`config.mk`:
```
export PLATFORM = sky130hd
export DESIGN_NAME = sic4_control
export DESIGN_NICKNAME = d
export VERILOG_FILES = /design/src/rtl/sic4_control.sv
export SDC_FILE = /design/constraint.sdc
export NUM_CORES = 1
export LEC_CHECK = 0
export BUFFER_PORTS_ARGS = -buffer_cell sky130_fd_sc_hd__buf_2
export CAP_MARGIN = 20
export CORE_UTILIZATION = 45
export CTS_BUF_LIST = sky130_fd_sc_hd__clkbuf_8
export DETAILED_ROUTE_END_ITERATION = 8
export PLACE_DENSITY = 0.79
export SLEW_MARGIN = 20
export SYNTH_ARGS = -nofsm -noshare
export SYNTH_HDL_FRONTEND = slang
export SYNTH_SLANG_ARGS = --single-unit
```
`constraint.sdc`:
```
create_clock -name clk -period 1.5 [get_ports clk]
set_input_delay 0.075 -clock clk [delete_from_list [all_inputs] [get_ports clk]]
set_output_delay 0.075 -clock clk [all_outputs]
set_load 0.02 [all_outputs]
```
`src/rtl/sic4_control.sv`:
```
// sic4_control -- multi-cycle control unit for the SIC-4 8-bit processor.
//
// Sequences FETCH / DECODE / EXEC / MEM / WB over one shared memory port and
// drives every input of the 4x8 register file. Outputs are decoded from the
// state register, so an asynchronous reset drops mem_req and write at once.
//
// Parameters:
//   RESET_PC      program counter value loaded on reset
// Ports:
//   clk, rst_n    clock (rising edge) and asynchronous active-low reset
//   mem_req       memory request, held until mem_ready
//   mem_we        1 = write, 0 = read (valid with mem_req)
//   mem_addr      memory address (pc in FETCH, reg[rt] in MEM)
//   mem_wdata     store data (reg[rs]) in MEM
//   mem_rdata     read data, valid when mem_ready is high
//   mem_ready     request completes at this rising edge
//   r_read1/2     register file read selects (rs / rt)
//   r_read1_data  register file read data for rs
//   r_read2_data  register file read data for rt
//   r_write       register file write select (rs)
//   r_write_data  register file write data
//   write         register file write enable (WB only)
//   alu_func      ALU function (ir[5:4])
//   alu_result    external ALU result
//   pc            program counter
//   halted        core halted (left only by reset)
//   retired       retired-instruction count, only when SIC4_RETIRE_COUNT_EN
//                 is defined
`timescale 1ns/1ps
module sic4_control #(
    parameter logic [7:0] RESET_PC = 8'h00
) (
    input  logic        clk,
    input  logic        rst_n,
    output logic        mem_req,
    output logic        mem_we,
    output logic [7:0]  mem_addr,
    output logic [7:0]  mem_wdata,
    input  logic [7:0]  mem_rdata,
    input  logic        mem_ready,
    output logic [1:0]  r_read1,
    output logic [1:0]  r_read2,
    input  logic [7:0]  r_read1_data,
    input  logic [7:0]  r_read2_data,
    output logic [1:0]  r_write,
    output logic [7:0]  r_write_data,
    output logic        write,
    output logic [1:0]  alu_func,
    input  logic [7:0]  alu_result,
    output logic [7:0]  pc,
    output logic        halted
`ifdef SIC4_RETIRE_COUNT_EN
    ,
    output logic [15:0] retired
`endif
);

    typedef enum logic [2:0] {
        S_IDLE, S_FETCH, S_DECODE, S_EXEC, S_MEM, S_WB, S_HALT
    } state_t;

    typedef enum logic [1:0] {
        OP_ALU = 2'b00, OP_LOAD = 2'b01, OP_STORE = 2'b10, OP_CTRL = 2'b11
    } op_t;

    typedef enum logic [1:0] {
        C_JMP = 2'b00, C_BEZ = 2'b01, C_NOP = 2'b10, C_HALT = 2'b11
    } ctrl_t;

    state_t     state, state_next;
    logic [7:0] ir, ir_next;
    logic [7:0] wb_data, wb_next;
    logic [7:0] pc_next;
    op_t        op;
    ctrl_t      sub;

    assign op  = op_t'(ir[7:6]);
    assign sub = ctrl_t'(ir[5:4]);

    // Register-file selects follow the instruction register directly; ir is
    // only loaded in FETCH so they stay stable from DECODE through WB/MEM.
    assign r_read1      = ir[3:2];
    assign r_read2      = ir[1:0];
    assign alu_func     = ir[5:4];
    assign r_write      = ir[3:2];
    assign r_write_data = wb_data;
    assign halted       = (state == S_HALT);

    // NOTE: state registers use non-blocking assignments so every flop samples
    // the pre-edge values of the others, independent of evaluation order.
    always_ff @(posedge clk or negedge rst_n) begin
        if (!rst_n) begin
            state   <= S_IDLE;
            pc      <= RESET_PC;
            ir      <= '0;
            wb_data <= '0;
        end else begin
            state   <= state_next;
            pc      <= pc_next;
            ir      <= ir_next;
            wb_data <= wb_next;
        end
    end

    always_comb begin
        // NOTE: every output of this block gets a default first, so no path
        // through the case statement can leave a value held (no latches).
        state_next = state;
        pc_next    = pc;
        ir_next    = ir;
        wb_next    = wb_data;
        mem_req    = 1'b0;
        mem_we     = 1'b0;
        mem_addr   = 8'h00;
        mem_wdata  = 8'h00;
        write      = 1'b0;

        unique case (state)
            S_IDLE: state_next = S_FETCH;

            S_FETCH: begin
                mem_req  = 1'b1;
                mem_addr = pc;
                if (mem_ready) begin
                    ir_next    = mem_rdata;
                    pc_next    = pc + 8'd1;   // wraps 8'hFF -> 8'h00
                    state_next = S_DECODE;
                end
            end

            S_DECODE: state_next = S_EXEC;

            S_EXEC: begin
                unique case (op)
                    OP_ALU: begin
                        wb_next    = alu_result;
                        state_next = S_WB;
                    end
                    OP_LOAD, OP_STORE: state_next = S_MEM;
                    OP_CTRL: begin
                        // Branch targets overwrite the already-incremented pc.
                        state_next = S_FETCH;
                        unique case (sub)
                            C_JMP:  pc_next = r_read1_data;
                            C_BEZ:  if (r_read1_data == 8'h00) pc_next = r_read2_data;
                            C_NOP:  ;
                            C_HALT: state_next = S_HALT;
                        endcase
                    end
                endcase
            end

            S_MEM: begin
                mem_req   = 1'b1;
                mem_we    = (op == OP_STORE);
                mem_addr  = r_read2_data;
                mem_wdata = r_read1_data;
                if (mem_ready) begin
                    if (op == OP_STORE) begin
                        state_next = S_FETCH;
                    end else begin
                        wb_next    = mem_rdata;
                        state_next = S_WB;
                    end
                end
            end

            S_WB: begin
                write      = 1'b1;
                state_next = S_FETCH;
            end

            S_HALT: state_next = S_HALT;

            default: state_next = S_IDLE;
        endcase
    end

`ifdef SIC4_RETIRE_COUNT_EN
    // An instruction retires on the edge leaving its final state: WB, MEM for
    // a completed store, or EXEC for any control-class opcode.
    logic retire;
    assign retire = (state == S_WB)
                 || (state == S_MEM && mem_ready && op == OP_STORE)
                 || (state == S_EXEC && op == OP_CTRL);

    always_ff @(posedge clk or negedge rst_n) begin
        if (!rst_n) begin
            retired <= '0;
        end else if (retire) begin
            retired <= retired + 16'd1;
        end
    end
`endif

endmodule

```
==> metrics.txt <==
# TYPE chip_impl_metric gauge
chip_impl_info{name="run_status",value="finished, violations left"} 1
chip_impl_info{name="failing_checks",value="setup timing"} 1
chip_impl_metric{name="floorplan.die.height",unit="um"} 66.95
chip_impl_metric{name="syn-num-nets",unit=""} 238
chip_impl_info{name="tritoncts",value="yes"} 1
chip_impl_metric{name="final_critical_path_setup_slack",unit="ps"} -37.36
chip_impl_metric{name="power-per-cell-area",unit="mW/mm^2"} 2102
chip_impl_metric{name="leakage",unit="nW"} 1.237
chip_impl_metric{name="skew",unit="ps"} 11.20
chip_impl_metric{name="io_buffers",unit=""} 78
chip_impl_metric{name="routed_wire_length_per_instance",unit="um"} 15.15
chip_impl_metric{name="synth_cell_type_count",unit=""} 48
chip_impl_metric{name="synth-edff-count",unit=""} 0
chip_impl_metric{name="drt.antenna.violating_nets",unit=""} 0
chip_impl_metric{name="drc_errors",unit=""} 0
chip_impl_metric{name="setup_viol_count_final",unit=""} 12
chip_impl_metric{name="synth.yosys.warnings",unit=""} 0
chip_impl_info{name="crit_path_cell_trace",value="and2b_4 > a22oi_2 > nor2_1 > buf_4"} 1
chip_impl_metric{name="syn-instance-count",unit=""} 199
chip_impl_metric{name="post_route_cells_drive_above_1_share",unit="%"} 54.45
chip_impl_info{name="timing.critical_path.to_type",value="output port"} 1
chip_impl_metric{name="worst_slew_pin_slew",unit="ps"} 608.8
chip_impl_metric{name="r2r_slack",unit="ps"} -30
chip_impl_info{name="timing.rr.end",value="pc[6]"} 1
chip_impl_metric{name="ys_async_sr_fraction",unit="%"} 100.0
chip_impl_metric{name="timing.final.max_slew_violations",unit=""} 0
chip_impl_metric{name="pin_count",unit=""} 79
chip_impl_info{name="critical_path.startpoint_type",value="flip-flop"} 1
chip_impl_metric{name="seq_area_frac_synth",unit="%"} 35.60
chip_impl_info{name="layout_common_cells",value="sky130_fd_sc_hd__buf_2, sky130_fd_sc_hd__buf_4, sky130_fd_sc_hd__dfrtp_1"} 1
chip_impl_metric{name="fp.dieW",unit="um"} 66.95
chip_impl_metric{name="die_area",unit="mm^2"} 0.004482
chip_impl_metric{name="clk_latency",unit="ps"} 270
chip_impl_metric{name="fin_crit",unit="ps"} 1537
chip_impl_metric{name="critPathBufInv",unit=""} 1
chip_impl_info{name="rsz0062_at_grt",value="true"} 1
chip_impl_metric{name="clockBufferDepth",unit=""} 2
chip_impl_metric{name="floorplan.rows",unit=""} 23
chip_impl_metric{name="post_dp_cell_area",unit="mm^2"} 0.002351
chip_impl_info{name="clock-root-buffer",value="sky130_fd_sc_hd__clkbuf_8"} 1
chip_impl_metric{name="via_per_inst",unit=""} 5.494
chip_impl_metric{name="stdcell_area",unit="mm^2"} 0.002633
chip_impl_metric{name="antenna_found_initial",unit=""} 0
chip_impl_metric{name="grtUsageTotal",unit="%"} 22.81
chip_impl_metric{name="drt_iter0_markers",unit=""} 140
chip_impl_metric{name="hold_viol_final",unit=""} 0
chip_impl_metric{name="numClockSinks",unit=""} 27
chip_impl_metric{name="worst_hold_path.num_cells",unit=""} 3
chip_impl_info{name="worst_hold_path_type",value="primary input to flip-flop"} 1
chip_impl_info{name="critical_path.top_delay_family",value="flip-flops"} 1
chip_impl_metric{name="drt_first_pass_iters",unit=""} 4
chip_impl_info{name="layout.cells.most_common",value="sky130_fd_sc_hd__buf_2"} 1
chip_impl_metric{name="synth-seq-cells",unit=""} 27
chip_impl_metric{name="cap_violations",unit=""} 0
chip_impl_metric{name="max_stage_delay",unit="ps"} 480
chip_impl_metric{name="global_route.overflow_total",unit=""} 0
chip_impl_metric{name="cts_max_level",unit=""} 1
chip_impl_metric{name="initial_core_util",unit="%"} 47.11
chip_impl_metric{name="antennaDiodeCount",unit=""} 0
chip_impl_metric{name="arrival_time_at_the_worst_endpoint",unit="ps"} 1460
chip_impl_metric{name="global_route_wire_length_before_repair",unit="um"} 7762
chip_impl_metric{name="gp_congestion",unit=""} 0.8337
chip_impl_metric{name="worst_r2r_path_depth",unit=""} 5
chip_impl_metric{name="syn_area_per_cell",unit="um^2"} 9.538
chip_impl_metric{name="slew_headroom",unit="%"} 59.42
chip_impl_info{name="synth-main-ff-cell",value="sky130_fd_sc_hd__dfrtp_1"} 1
chip_impl_metric{name="via_count",unit=""} 1879
chip_impl_metric{name="first_global_vias",unit=""} 1725
chip_impl_metric{name="timing.critical_path.fanout_max",unit=""} 8
chip_impl_metric{name="report.power.total",unit="mW"} 5.533
chip_impl_metric{name="final_nets",unit=""} 332
chip_impl_info{name="worst-setup-path-type",value="flip-flop to output port"} 1
chip_impl_metric{name="worst_ir_drop_vdd",unit="V"} 0.001091
chip_impl_metric{name="clk_pin_slew_worst_paths",unit="ps"} 100
chip_impl_info{name="slowest_cell_on_the_critical_path",value="sky130_fd_sc_hd__dfrtp_2"} 1
chip_impl_metric{name="min_period_over_period",unit="%"} 102.5
chip_impl_info{name="timing.hold.worst_endpoint",value="ir[4]"} 1
chip_impl_metric{name="areaGrowthSynthToFinish",unit="%"} 38.69
chip_impl_metric{name="syn_area",unit="mm^2"} 0.001898
chip_impl_metric{name="data_required_time_of_the_critical_path",unit="ps"} 1420
chip_impl_metric{name="totalNegativeSetupSlack",unit="ps"} -224.5
chip_impl_metric{name="placeable_core_region",unit="mm^2"} 0.004029
chip_impl_metric{name="tritoncts.num_buffers",unit=""} 3
chip_impl_metric{name="pin_count_of_the_biggest_net_entering_global_routing",unit=""} 28
chip_impl_metric{name="clock.fmax",unit="MHz"} 650.5
chip_impl_metric{name="place_hpwl",unit="um"} 3631
chip_impl_metric{name="routed_wirelength",unit="um"} 5183
chip_impl_info{name="r2r_start",value="state[0]"} 1
chip_impl_info{name="min_from",value="mem_rdata[4]"} 1
power breakdown:
part | internal (mW) | switching [mW] | total (mW)
clock | 0.188 | 0.233 | 0.421
combinational | 1.66 | 2.02 | 3.67
sequential | 1.09 | 0.348 | 1.44
total | 2.94 | 2.60 | 5.53
per-layer routing:
metal | up-vias | GRT usage (%) | routed length, um
met2 | 95 | 39.27 | 2500
li1 | 903 | - | -
met3 | 6 | 3.082 | 379
met1 | 875 | 29.21 | 2267
met4 | 0 | 7.181 | 36
met5 | - | 0 | 0
cell usage after synthesis (2+ instances only):
library cell | number | share of area, %
sky130_fd_sc_hd__a21oi_1 | 6 | 1.6
sky130_fd_sc_hd__a21oi_2 | 4 | 1.8
sky130_fd_sc_hd__a22oi_1 | 11 | 4.4
sky130_fd_sc_hd__a31oi_1 | 2 | 0.66
sky130_fd_sc_hd__a32o_1 | 2 | 1.1
sky130_fd_sc_hd__a32oi_1 | 2 | 0.92
sky130_fd_sc_hd__and2_1 | 11 | 3.6
sky130_fd_sc_hd__and3_1 | 3 | 0.99
sky130_fd_sc_hd__and4_1 | 2 | 0.92
sky130_fd_sc_hd__buf_2 | 3 | 0.79
sky130_fd_sc_hd__buf_4 | 8 | 3.2
sky130_fd_sc_hd__buf_6 | 7 | 4.2
sky130_fd_sc_hd__clkbuf_1 | 3 | 0.59
sky130_fd_sc_hd__dfrtp_1 | 27 | 36
sky130_fd_sc_hd__ha_1 | 4 | 2.6
sky130_fd_sc_hd__inv_1 | 7 | 1.4
sky130_fd_sc_hd__mux2_2 | 9 | 5.3
sky130_fd_sc_hd__mux2i_1 | 12 | 6.3
sky130_fd_sc_hd__nand2_1 | 9 | 1.8
sky130_fd_sc_hd__nand3_1 | 3 | 0.79
sky130_fd_sc_hd__nand3b_1 | 2 | 0.79
sky130_fd_sc_hd__nand4_1 | 4 | 1.3
sky130_fd_sc_hd__nor2_1 | 15 | 3.0
sky130_fd_sc_hd__nor2_2 | 3 | 0.99
sky130_fd_sc_hd__nor2b_1 | 3 | 0.99
sky130_fd_sc_hd__nor3_1 | 2 | 0.53
sky130_fd_sc_hd__nor4_1 | 2 | 0.66
sky130_fd_sc_hd__o21a_1 | 2 | 0.79
sky130_fd_sc_hd__o21ai_0 | 10 | 2.6
sky130_fd_sc_hd__o22ai_1 | 3 | 0.99
how the worst max path moves through the flow:
stage               startpoint           to  slack [ps]  cells past startpoint
6_report              state[0]  mem_addr[4]         -40                      4
5_1_grt               state[0]  mem_addr[2]         -80                      4
4_1_cts               state[0]        pc[6]         -20                      5
3_5_place_dp             ir[7]        pc[7]          20                      6
3_3_place_gp   r_read1_data[6]        pc[6]          30                      5
2_1_floorplan         state[2]        pc[1]          20                      6
worst min-delay path, delay by kind of cell:
family / cells / cell delay (ps)
compound gates: 1 / 60
simple gates: 1 / 40
buf+inv: 1 / 90
through the flow:
stage	cells	hold slack (ps)	setup slack (ps)	util (%)
after floorplan	199	-220.6	24.16	-
after global placement	326	112.8	33.58	58.35
after detailed placement	326	120.9	24.86	58.35
after CTS	338	18.79	-17.49	62.30
after global routing	342	43.90	-81.99	65.34
final	342	21.45	-37.36	65.34
kinds of logic (layout without fill, tap and decap cells):
kind of cell | count (synthesis) | in the layout | share of synthesized area [%]
and+or+nand+nor | 67 | 68 | 20.24
adders and majority gates | 4 | 4 | 2.637
buffers and inverters | 29 | 121 | 10.35
DFF | 27 | 27 | 35.60
AOI/OAI and AO/OA | 50 | 50 | 18.72
muxes | 22 | 22 | 12.46
layout make-up:
type                            count  area (um^2)
Inverter                            7        30.03
Clock buffer                        3        41.29
Sequential cell                    27        679.4
Clock inverter                      1        7.507
Tap cell                           50        62.56
Fill cell                         323         1396
Timing Repair Buffer              110        690.7
Multi-Input combinational cell    144         1121
flip-flops by register name (all words and copies together) (netlist names):
signal	flops
pc	8
ir	8
state	3
r_write_data	8
repair_timing:
action | in CTS | in global routing
buffers inserted | 6 | 4
hold buffers | 1 | 0
resized for setup | 18 | 25
endpoints found under the hold margin | 27 | 0
gates cloned | 1 | 0
pin swaps | 2 | 12
setup endpoints to repair | 23 | 38
Power figures use the tool's default switching activity.
